$ cat src/rtl/sis_avmm_rw_arbiter.sv
// ---------------------------------------------------------------------------
// sis_avmm_rw_arbiter
//
// Two-requester Avalon-MM arbiter. Two avmm_0_rw masters (m0, m1) share one
// read/write slave port (s_*) leading to the VGA register/memory bridge.
//
//   * Round-robin arbitration; a grant that the slave stalls is held until
//     the slave accepts it, so the granted master's request stays stable.
//   * The request path is a pure combinational mux (no added wait states).
//   * Read data returns through a fixed-latency tag pipeline that steers
//     readdatavalid back to the requester that issued the read. Both readdata
//     outputs are wired straight to s_readdata.
//
// Optional feature macro: SIS_ARB_LOCK_EN
//   When defined, m0_lock / m1_lock exist. A transfer accepted with lock=1
//   keeps the grant on that requester until it is accepted with lock=0 or
//   it stops requesting (atomic CRTC index/data pairs).
//
// Parameters:
//   ADDR_W        address width
//   DATA_W        data width (byteenable is DATA_W/8)
//   READ_LATENCY  fixed slave read latency in cycles, legal range 1..8
//
// Ports:
//   clock, resetn                 clock, asynchronous active-low reset
//   m{0,1}_address/byteenable/read/write/writedata   requester request
//   m{0,1}_waitrequest            requester stall
//   m{0,1}_readdata/readdatavalid requester read return
//   m{0,1}_lock                   (SIS_ARB_LOCK_EN only) keep grant
//   s_address/byteenable/read/write/writedata        slave request
//   s_readdata, s_waitrequest     slave response and stall
// ---------------------------------------------------------------------------
module sis_avmm_rw_arbiter #(
    parameter int ADDR_W       = 64,
    parameter int DATA_W       = 64,
    parameter int READ_LATENCY = 1
) (
    input  logic                clock,
    input  logic                resetn,

    input  logic [ADDR_W-1:0]   m0_address,
    input  logic [DATA_W/8-1:0] m0_byteenable,
    input  logic                m0_read,
    input  logic                m0_write,
    input  logic [DATA_W-1:0]   m0_writedata,
    output logic                m0_waitrequest,
    output logic [DATA_W-1:0]   m0_readdata,
    output logic                m0_readdatavalid,

    input  logic [ADDR_W-1:0]   m1_address,
    input  logic [DATA_W/8-1:0] m1_byteenable,
    input  logic                m1_read,
    input  logic                m1_write,
    input  logic [DATA_W-1:0]   m1_writedata,
    output logic                m1_waitrequest,
    output logic [DATA_W-1:0]   m1_readdata,
    output logic                m1_readdatavalid,

`ifdef SIS_ARB_LOCK_EN
    input  logic                m0_lock,
    input  logic                m1_lock,
`endif

    output logic [ADDR_W-1:0]   s_address,
    output logic [DATA_W/8-1:0] s_byteenable,
    output logic                s_read,
    output logic                s_write,
    output logic [DATA_W-1:0]   s_writedata,
    input  logic [DATA_W-1:0]   s_readdata,
    input  logic                s_waitrequest
);

    // Requests and arbitration state
    logic req0;
    logic req1;
    logic last;         // last requester accepted; 1 after reset so m0 wins first
    logic held;         // a stalled grant is pending
    logic owner;        // requester holding the stalled grant
    logic grant_valid;
    logic grant_id;
    logic s_req;
    logic accept;
    logic stall;

`ifdef SIS_ARB_LOCK_EN
    logic lock_act;     // grant is locked to lock_id
    logic lock_id;
    logic grant_lock;
    logic lock_req;
`endif

    // Tag pipeline: tag_v[0] is the newest entry, tag_v[READ_LATENCY-1] the
    // one whose data the slave is presenting this cycle.
    logic [READ_LATENCY-1:0] tag_v;
    logic [READ_LATENCY-1:0] tag_id;

    assign req0 = m0_read | m0_write;
    assign req1 = m1_read | m1_write;

`ifdef SIS_ARB_LOCK_EN
    assign lock_req   = lock_id ? req1 : req0;
    assign grant_lock = grant_id ? m1_lock : m0_lock;
`endif

    // Grant selection. A held grant always goes to its owner, even if the
    // owner illegally dropped its strobe: the slave strobes then read 0 and
    // nothing is accepted, which also releases the hold.
    // NOTE: every output of this always_comb gets a default first, so no
    // path leaves it unassigned and no latch is inferred.
    always_comb begin
        grant_valid = 1'b0;
        grant_id    = 1'b0;
        if (held) begin
            grant_valid = 1'b1;
            grant_id    = owner;
        end
`ifdef SIS_ARB_LOCK_EN
        else if (lock_act && lock_req) begin
            grant_valid = 1'b1;
            grant_id    = lock_id;
        end
`endif
        else if (req0 && req1) begin
            grant_valid = 1'b1;
            grant_id    = ~last;
        end else if (req0) begin
            grant_valid = 1'b1;
            grant_id    = 1'b0;
        end else if (req1) begin
            grant_valid = 1'b1;
            grant_id    = 1'b1;
        end
    end

    // Zero-latency request mux. Address/data follow the selected requester
    // unconditionally; only the strobes are qualified by the grant.
    assign s_address    = grant_id ? m1_address    : m0_address;
    assign s_byteenable = grant_id ? m1_byteenable : m0_byteenable;
    assign s_writedata  = grant_id ? m1_writedata  : m0_writedata;
    assign s_read       = grant_valid & (grant_id ? m1_read  : m0_read);
    assign s_write      = grant_valid & (grant_id ? m1_write : m0_write);

    assign s_req  = s_read | s_write;
    assign accept = s_req & ~s_waitrequest;
    assign stall  = s_req &  s_waitrequest;

    // A requesting master sees the slave stall when granted and a forced
    // stall otherwise; an idle master sees no stall.
    assign m0_waitrequest = req0 & ((grant_valid & ~grant_id) ? s_waitrequest : 1'b1);
    assign m1_waitrequest = req1 & ((grant_valid &  grant_id) ? s_waitrequest : 1'b1);

    // Round-robin pointer and stall hold.
    // NOTE: sequential state is written with non-blocking assignments so all
    // registers update from the same pre-edge values.
    always_ff @(posedge clock or negedge resetn) begin
        if (!resetn) begin
            last  <= 1'b1;
            held  <= 1'b0;
            owner <= 1'b0;
        end else begin
            // held is simply "the slave stalled the granted strobe this
            // cycle"; acceptance and a dropped strobe both clear it.
            held <= stall;
            if (stall) begin
                owner <= grant_id;
            end
            if (accept) begin
                last <= grant_id;
            end
        end
    end

`ifdef SIS_ARB_LOCK_EN
    always_ff @(posedge clock or negedge resetn) begin
        if (!resetn) begin
            lock_act <= 1'b0;
            lock_id  <= 1'b0;
        end else if (accept) begin
            lock_act <= grant_lock;
            lock_id  <= grant_id;
        end else if (lock_act && !lock_req) begin
            lock_act <= 1'b0;
        end
    end
`endif

    // Read-return tag pipeline.
    // NOTE: the whole pipeline is reset, not just its valid bits, so a reset
    // in the middle of a read return drops every in-flight tag at once.
    always_ff @(posedge clock or negedge resetn) begin
        if (!resetn) begin
            tag_v  <= '0;
            tag_id <= '0;
        end else begin
            for (int i = READ_LATENCY - 1; i > 0; i--) begin
                tag_v[i]  <= tag_v[i-1];
                tag_id[i] <= tag_id[i-1];
            end
            tag_v[0]  <= accept & s_read;
            tag_id[0] <= grant_id;
        end
    end

    assign m0_readdatavalid = tag_v[READ_LATENCY-1] & ~tag_id[READ_LATENCY-1];
    assign m1_readdatavalid = tag_v[READ_LATENCY-1] &  tag_id[READ_LATENCY-1];
    assign m0_readdata      = s_readdata;
    assign m1_readdata      = s_readdata;

endmodule

$ cat config.mk
export PLATFORM = sky130hd
export DESIGN_NAME = sis_avmm_rw_arbiter
export DESIGN_NICKNAME = d
export VERILOG_FILES = /design/src/rtl/sis_avmm_rw_arbiter.sv
export SDC_FILE = /design/constraint.sdc
export NUM_CORES = 1
export LEC_CHECK = 0
export BUFFER_PORTS_ARGS = -buffer_cell sky130_fd_sc_hd__clkbuf_2
export CAP_MARGIN = 20
export CORE_AREA = 3 3 234 236
export DETAILED_ROUTE_END_ITERATION = 16
export DIE_AREA = 0 0 237 239
export GPL_TIMING_DRIVEN = 1
export PLACE_DENSITY = 0.34
export SYNTH_ARGS = -nofsm -noshare
export SYNTH_HDL_FRONTEND = slang
export SYNTH_SLANG_ARGS = --single-unit
$ cat constraint.sdc
create_clock -name clock -period 5.1 [get_ports clock]
set_input_delay 1.02 -clock clock [delete_from_list [all_inputs] [get_ports clock]]
set_output_delay 1.02 -clock clock [all_outputs]
set_load 0.02 [all_outputs]
---- Yosys cells after proc, flatten, opt, wreduce, memory -nomap -nowiden ----
Cells that the tools add are included.
operators by class
  muxes and demuxes ....................... 14
  divide/modulo/power cells ............... 0
  $lt $le $gt $ge ......................... 0
  reductions and logical operators ........ 1
  equal/unequal tests ..................... 0
  shifts and indexed selects .............. 0
  add/subtract/negate cells ............... 0
  bitwise gates (word level) .............. 18
  $mul .................................... 0
operator list
  cell                 count
  $mux W64             2
  $and A1 B1 Y1        11
  $mux W1              11
  $mux W8              1
  $not A1 Y1           4
  $or A1 B1 Y1         3
  $logic_and A1 B1 Y1  1
word-level totals
  bits in latches ......................... 0
  ROM bits ................................ 0
  bits in registers ....................... 5
  memories kept ........................... 0
  word-level logic and storage cells ...... 38
  output and inout port bits .............. 270
  bits in writable memories ............... 0

---- Longest topological paths before layout ----
Gate-level depths: netlist of run 1.
  word-level depth ........................ 10
  depth in mapped cells ................... 5
  depth with buffers taken out ............ 3

---- Worst setup path after synthesis of run 1 ----
OpenSTA, ideal clock, no wires.
  kind .................................... input -> output
  start point ............................. input port m0_write
  end point ............................... output port s_address[57]
  arrival ................................. 2,298 ps
  path buffers ............................ 2
  stages on the path ...................... 5
  required time ........................... 4,080 ps
  path slack .............................. 1,782 ps
  path through ............................ o21a_1 -> o31ai_4 -> buf_4 -> buf_4 -> mux2_1
between the ends
  word-level cells in the longest chain between the ends .. 5
  elaborated cells between the ends (all ways) .. 6
ends and longest elaborated chain
  element                                                line      text
  start: declaration                                     44        input logic m0_write,
  $or A1 B1 Y1 *                                         97        assign req0 = m0_read | m0_write;
  $mux W1 / $logic_and A1 B1 Y1 (equally long branches)  126, 123
  $mux W1 *                                              123       else if (req0 && req1) begin
  $mux W1 *                                              113       if (held) begin
  $mux W64 *                                             137       assign s_address = grant_id ? m1_address : m0_address;
  end: declaration                                       64        output logic [ADDR_W-1:0] s_address,
Every way passes the cells marked *; elsewhere a longest branch is shown, timed or not.

---- Worst setup path in the final report of run 1 ----
  start point ............................. input port m0_write
  end point ............................... output port s_writedata[13]
between the ends
  word-level cells in the longest chain between the ends .. 5
  elaborated cells between the ends (all ways) .. 6
ends and longest elaborated chain
  element                                                line      text
  $or A1 B1 Y1 *                                         97
  $mux W1 / $logic_and A1 B1 Y1 (equally long branches)  126, 123
  $mux W1 *                                              123
  $mux W1 *                                              113
  $mux W64 *                                             139       assign s_writedata = grant_id ? m1_writedata : m0_writedata;
  end: declaration                                       68        output logic [DATA_W-1:0] s_writedata,
Marked as above.

==> impl_metrics.toml, run 1 <==
[cells_and_area]
area_delta_synth_final_pct = 70.2
drive_gt1_frac = 0.832
fin_util = 0.0935
nets = 934

[hold_path]
hold_path_depth = 2
min_to = "last"
hold_path_startpoint = "last"
min_path_type = "reg -> reg"

[yosys]
ys_ff_latch = 5
syn-instance-count = 307
yosysTopAreaCell = "buf_4"
ys_seq_area_frac = 0.0437
synth_fp_nets = 650
synthTopCellsByCount = "137 x buf_4, 76 x mux2_1, 63 x mux2_2"
ys.warnings.count = 0
ys_async_sr_fraction = 1.00
netlist_area_sq_um = 2890
yosys.cell_count.top_type = "buf_4"
synth_top_area_share = 0.356
ys_types = 23
synth-edff-count = 0
synthFlopType = "dfrtp_1"
synth.avg_cell_area_sq_um = 9.42
netlist_top_cells_area = "buf_4 36%, mux2_1 30%, mux2_2 25%"

[power]
power.density_nw_per_um2 = 253
leakagePower_nw = 2.46
ir_drop_mv = 0.113

[status]
status = "completed"

[worst_setup_path]
r2r-end = "tag_v"
cp-start-kind = "input port"
r2r_slack_ns = 3.48
r2r_cells = 4
crit_type = "in -> out"
cp_max_fo = 85
reg2reg_from = "last"
end_kind = "output port"
critPathRequiredTime_ns = 4.08
crit_arrival_ns = 2.77

[timing]
slew_headroom = 0.633
setup_violations = 0
slew_viol_final = 0
max_freq_mhz = 264
min_period_ns = 3.79
setup_tns_ns = 0
finClkSkew_ns = 0.00107
tightest_slew_ns = 0.550
post-route-period-util = 0.743
finalHoldViolCount = 0
rsz0062_at_grt = "false"

[global_route]
grt_pass1_wl_um = 19500
antenna_found_initial = 3
grt_max_degree = 86
first_global_vias = 3326
track_usage = 0.0468
overflow = 0

[cts]
cts_made_buffers = 3
worstSkewPairLatency_ns = 0.23
cts.path.max_buffers = 2
post_cts_buffers = 0
path_clk_slew_ns = 0.03
cts_hold_buf = 0
clock-root-buffer = "clkbuf_16"
cts_tree = "yes"
cts_max_level = 1
numClockSinks = 5
cts_resized = 0

[route]
drcViolationCount = 0
num_vias = 3317
wire_per_inst_um = 11.5
drt_wl_total_um = 14700
via_per_inst = 2.59
drtPass1Iterations = 3
drt.antenna.violating_nets = 0
drt_iter0_drc = 36

[placed_design]
dpl.hpwl_um = 13600
port_buffers = 420
gp_congestion = 0.751

[run]
maxCapViolCount = 0

[floorplanning]
die-area_sq_um = 56600
initial_core_util = 0.0549
die_h_um = 239
core-area_sq_um = 52700
fp-row-count = 84
die_x_um = 237
ioPinCount = 613
-- worst max-delay path: stages --
cell and delay [ns]:
clkbuf_2 0.11, o21a_1 0.23, o31ai_4 0.33, buf_12 0.37
mux2_1 0.39, clkbuf_2 0.16
-- power by group --
| part | internal [mW] | total [mW] | switching (mW) | leakage, nW |
|---|---|---|---|---|
| Clock | 0.104 | 0.128 | 0.0249 | 0.0382 |
| Combinational | 0.452 | 1.06 | 0.605 | 2.36 |
| Sequential | 0.0520 | 0.0603 | 0.00828 | 0.0595 |
| Total | 0.607 | 1.25 | 0.638 | 2.46 |
-- flip-flops by register name, summed over array words and instances (netlist names) --
signal  count
tag_id      1
tag_v       1
held        1
owner       1
last        1
-- logic make-up after synthesis --
kind of cell / Yosys count / share of synthesized area
simple gates: 8 / 0.0134
buf+inv: 144 / 0.367
compound gates: 10 / 0.0311
flops: 5 / 0.0437
mux: 140 / 0.545
-- metal layers --
layer	global-route usage	part of all wire	routed length [um]	vias to the layer above
met2	0.0770	0.45	6670	337
met1	0.0437	0.32	4760	1435
met5	0	0	0	-
li1	-	-	-	1509
met4	0.0240	0.045	656	0
met3	0.0330	0.18	2610	36
-- per-stage QoR --
| step | area, sq um | hold WS, ns | total power, mW | cells | setup WS (ns) |
|---|---|---|---|---|---|
| 2_1_floorplan | 2890 | 0.497 | 0.908 | 307 | 1.78 |
| 3_3_place_gp | 4840 | 0.547 | 1.14 | 1274 | 1.29 |
| 3_5_place_dp | 4840 | 0.552 | 1.14 | 1274 | 1.28 |
| 4_1_cts | 4920 | 0.551 | 1.27 | 1278 | 1.28 |
| 5_1_grt | 4920 | 0.569 | 1.33 | 1280 | 1.25 |
| 6_report | 4920 | 0.547 | 1.25 | 1281 | 1.31 |
-- how the worst max path moves through the flow --
stage / slack, ns / end / startpoint
after floorplan: 1.78 / s_address[57] / m0_write
after global placement: 1.29 / s_address[40] / m0_write
after detailed placement: 1.28 / s_address[40] / m0_read
after CTS: 1.28 / s_address[40] / m0_read
after global routing: 1.25 / s_address[44] / m0_read
final: 1.31 / s_writedata[13] / m0_write
-- layout make-up --
cell class / count / area [sq um]
Tap cell: 688 / 861
Inverter: 1 / 3.75
Sequential cell: 5 / 126
Timing Repair Buffer: 422 / 2140
Fill cell: 6165 / 47700
Antenna cell: 3 / 7.51
Clock buffer: 4 / 78.8
Multi-Input combinational cell: 158 / 1700
-- cell usage in the layout, fill, tap and decap left out, types with 2 or more instances in the layout --
master       n
nor2_1       2
buf_12       2
mux2_1      76
clkbuf_16    3
clkbuf_2   420
mux2_2      63
dfrtp_1      4
diode_2      3
nand2_1      3
(Power assumes the default switching activity.)
==> run 2: changes to the inputs <==
--- a/config.mk
+++ b/config.mk
@@ -5,11 +5,12 @@
 export SDC_FILE = /design/constraint.sdc
 export NUM_CORES = 1
 export LEC_CHECK = 0
+export ABC_AREA = 1
 export BUFFER_PORTS_ARGS = -buffer_cell sky130_fd_sc_hd__clkbuf_2
 export CAP_MARGIN = 20
-export CORE_AREA = 3 3 234 236
+export CORE_AREA = 3 3 236 238
 export DETAILED_ROUTE_END_ITERATION = 16
-export DIE_AREA = 0 0 237 239
+export DIE_AREA = 0 0 239 241
 export GPL_TIMING_DRIVEN = 1
 export PLACE_DENSITY = 0.34
 export SYNTH_ARGS = -nofsm -noshare
==> constraint.sdc (replaced) <==
create_clock -name clock -period 3.7 [get_ports clock]
set_input_delay 0.74 -clock clock [delete_from_list [all_inputs] [get_ports clock]]
set_output_delay 0.74 -clock clock [all_outputs]
set_load 0.02 [all_outputs]
==> run 2 against run 1 <==
Clock power up 38%. Sequential power grew 48%. Critical path depth grew 2. Sequential cell count is the same. Hold slack got worse by 0.22 ns. Combinational power grew to 2.6 times the previous value. Worst setup slack lost 0.79 ns. Register-to-register slack lost 1.7 ns. Non-clock buffer count grew 1. Largest cell class unchanged.
==> impl_metrics.toml, run 2 <==
[status]
status = "completed"

[power]
ir_drop_mv = 0.374
power.density_nw_per_um2 = 603
power.total_mw = 3.01
leakagePower_nw = 3.21

[yosys]
yosys.cell_count.top_type = "nand2_1"
synth-edff-count = 0
ys_ff_latch = 5
netlist_top_cells_area = "nand2_1 53%, buf_4 38%, dfrtp_1 3.3%"
ys_types = 18
netlist_area_sq_um = 3000
ys.warnings.count = 0
yosysTopAreaCell = "nand2_1"
synth_fp_nets = 952
syn-instance-count = 609
ys_seq_area_frac = 0.0422
synth.avg_cell_area_sq_um = 4.92
synthTopCellsByCount = "422 x nand2_1, 152 x buf_4, 8 x inv_1"
ys_async_sr_fraction = 1.00
synthFlopType = "dfrtp_1"
synth_top_area_share = 0.529

[placed_design]
detailed_place.area_sq_um = 4910
port_buffers = 420
placed_cells = 1570
gp_congestion = 0.760
pre_cts_ws_ns = 0.512
dpl.hpwl_um = 16100

[timing]
setup_violations = 0
post-route-period-util = 0.859
slew_headroom = 0.531
setup_tns_ns = 0
finClkSkew_ns = 0.000814
setup_slack_ns = 0.521
rsz0062_at_grt = "false"
tightest_slew_ns = 0.704
min_period_ns = 3.18
finalHoldViolCount = 0
whs_ns = 0.324
slew_viol_final = 0
max_freq_mhz = 315

[cts]
post_cts_buffers = 0
cts_hold_buf = 0
cts.path.max_buffers = 2
cts_max_level = 1
clock-root-buffer = "clkbuf_16"
worstSkewPairLatency_ns = 0.23
numClockSinks = 5
cts_resized = 0
path_clk_slew_ns = 0.03
cts_tree = "yes"
cts_made_buffers = 3

[cells_and_area]
area_delta_synth_final_pct = 66.5
diodes = 0
fin_area_sq_um = 4990
drive_gt1_frac = 0.491
instances_no_fill = 1574
fin_util = 0.0927
final_common_cell = "nand2_1"
nets = 1222
layout_common_cells = "422 x nand2_1, 417 x clkbuf_2, 8 x inv_1"

[route]
drtPass1Iterations = 4
via_per_inst = 2.79
wire_per_inst_um = 11.8
drt_iter0_drc = 89
drcViolationCount = 0
drt.antenna.violating_nets = 0
num_vias = 4398
drt_wl_total_um = 18500

[worst_setup_path]
cp-start-kind = "input port"
crit_arrival_ns = 2.44
crit_type = "in -> out"
cp_max_fo = 141
critPathRequiredTime_ns = 2.96
end_kind = "output port"

[floorplanning]
initial_core_util = 0.0557
ioPinCount = 613
die_x_um = 239
core-area_sq_um = 53800
die_h_um = 241
fp-row-count = 85
die-area_sq_um = 57600

[run]
maxCapViolCount = 0

[hold_path]
min_path_type = "in -> async"

[global_route]
track_usage = 0.0561
grt_max_degree = 142
overflow = 0
grt_pass1_wl_um = 23800
first_global_vias = 4040
antenna_found_initial = 3
-- run 2: cell count changes in the layout (fill, tap and decap cells not counted), sizes merged, moves of 3 or more --
cell,before,now
inv,1,9
nand2,3,424
mux2,139,0
diode,3,0
buf,2,6
nand3,0,3
nor2,2,5
clkbuf,424,421
-- run 2: path summary, 6_finish.rpt --
kind / from / end / slack (ns) / depth (start not counted)
worst max-delay path: m0_write / s_writedata[5] / 0.52 / 8
worst min-delay path: resetn / owner / 0.32 / 1
worst max register to register: held / owner / 1.82 / 11
worst min register to register: last / last / 0.46 / 2
max in group asynchronous: resetn / last / 3.16 / 1
min in group clock: last / last / 0.46 / 2
-- run 2: cell families after synthesis --
logic type,synth area share
flip-flops,0.0422
AO/OA/AOI/OAI,0.00710
buffers and inverters,0.401
AND/OR/NAND/NOR,0.549
-- run 2: cell type report --
| class | count | area (sq um) |
|---|---|---|
| sequential | 5 | 126 |
| inverter | 9 | 36.3 |
| timing repair buffer | 423 | 2210 |
| multi-input combinational | 437 | 1670 |
| fill | 6437 | 48800 |
| clock buffer | 4 | 78.8 |
| tap | 696 | 871 |
-- run 2: power by group --
group	internal [mW]	switching (mW)	leakage, nW
Clock	0.143	0.0333	0.0382
Combinational	0.834	1.91	3.11
Sequential	0.0785	0.0108	0.0600
-- run 2: routing by layer --
metal | GRT usage | vias up | part of all wire
li1 | - | 2209 | -
met1 | 0.0606 | 1763 | 0.37
met2 | 0.0980 | 368 | 0.47
met3 | 0.0171 | 58 | 0.11
met4 | 0.0313 | 0 | 0.047
met5 | 0 | - | 0
-- run 2: worst max-delay path, cell delays in order --
cell,delay (ns)
clkbuf_2,0.11
o21ai_1,0.18
nand2_2,0.11
nand2_4,0.10
buf_12,0.42
nand2_1,0.27
nand2_1,0.14
clkbuf_2,0.18
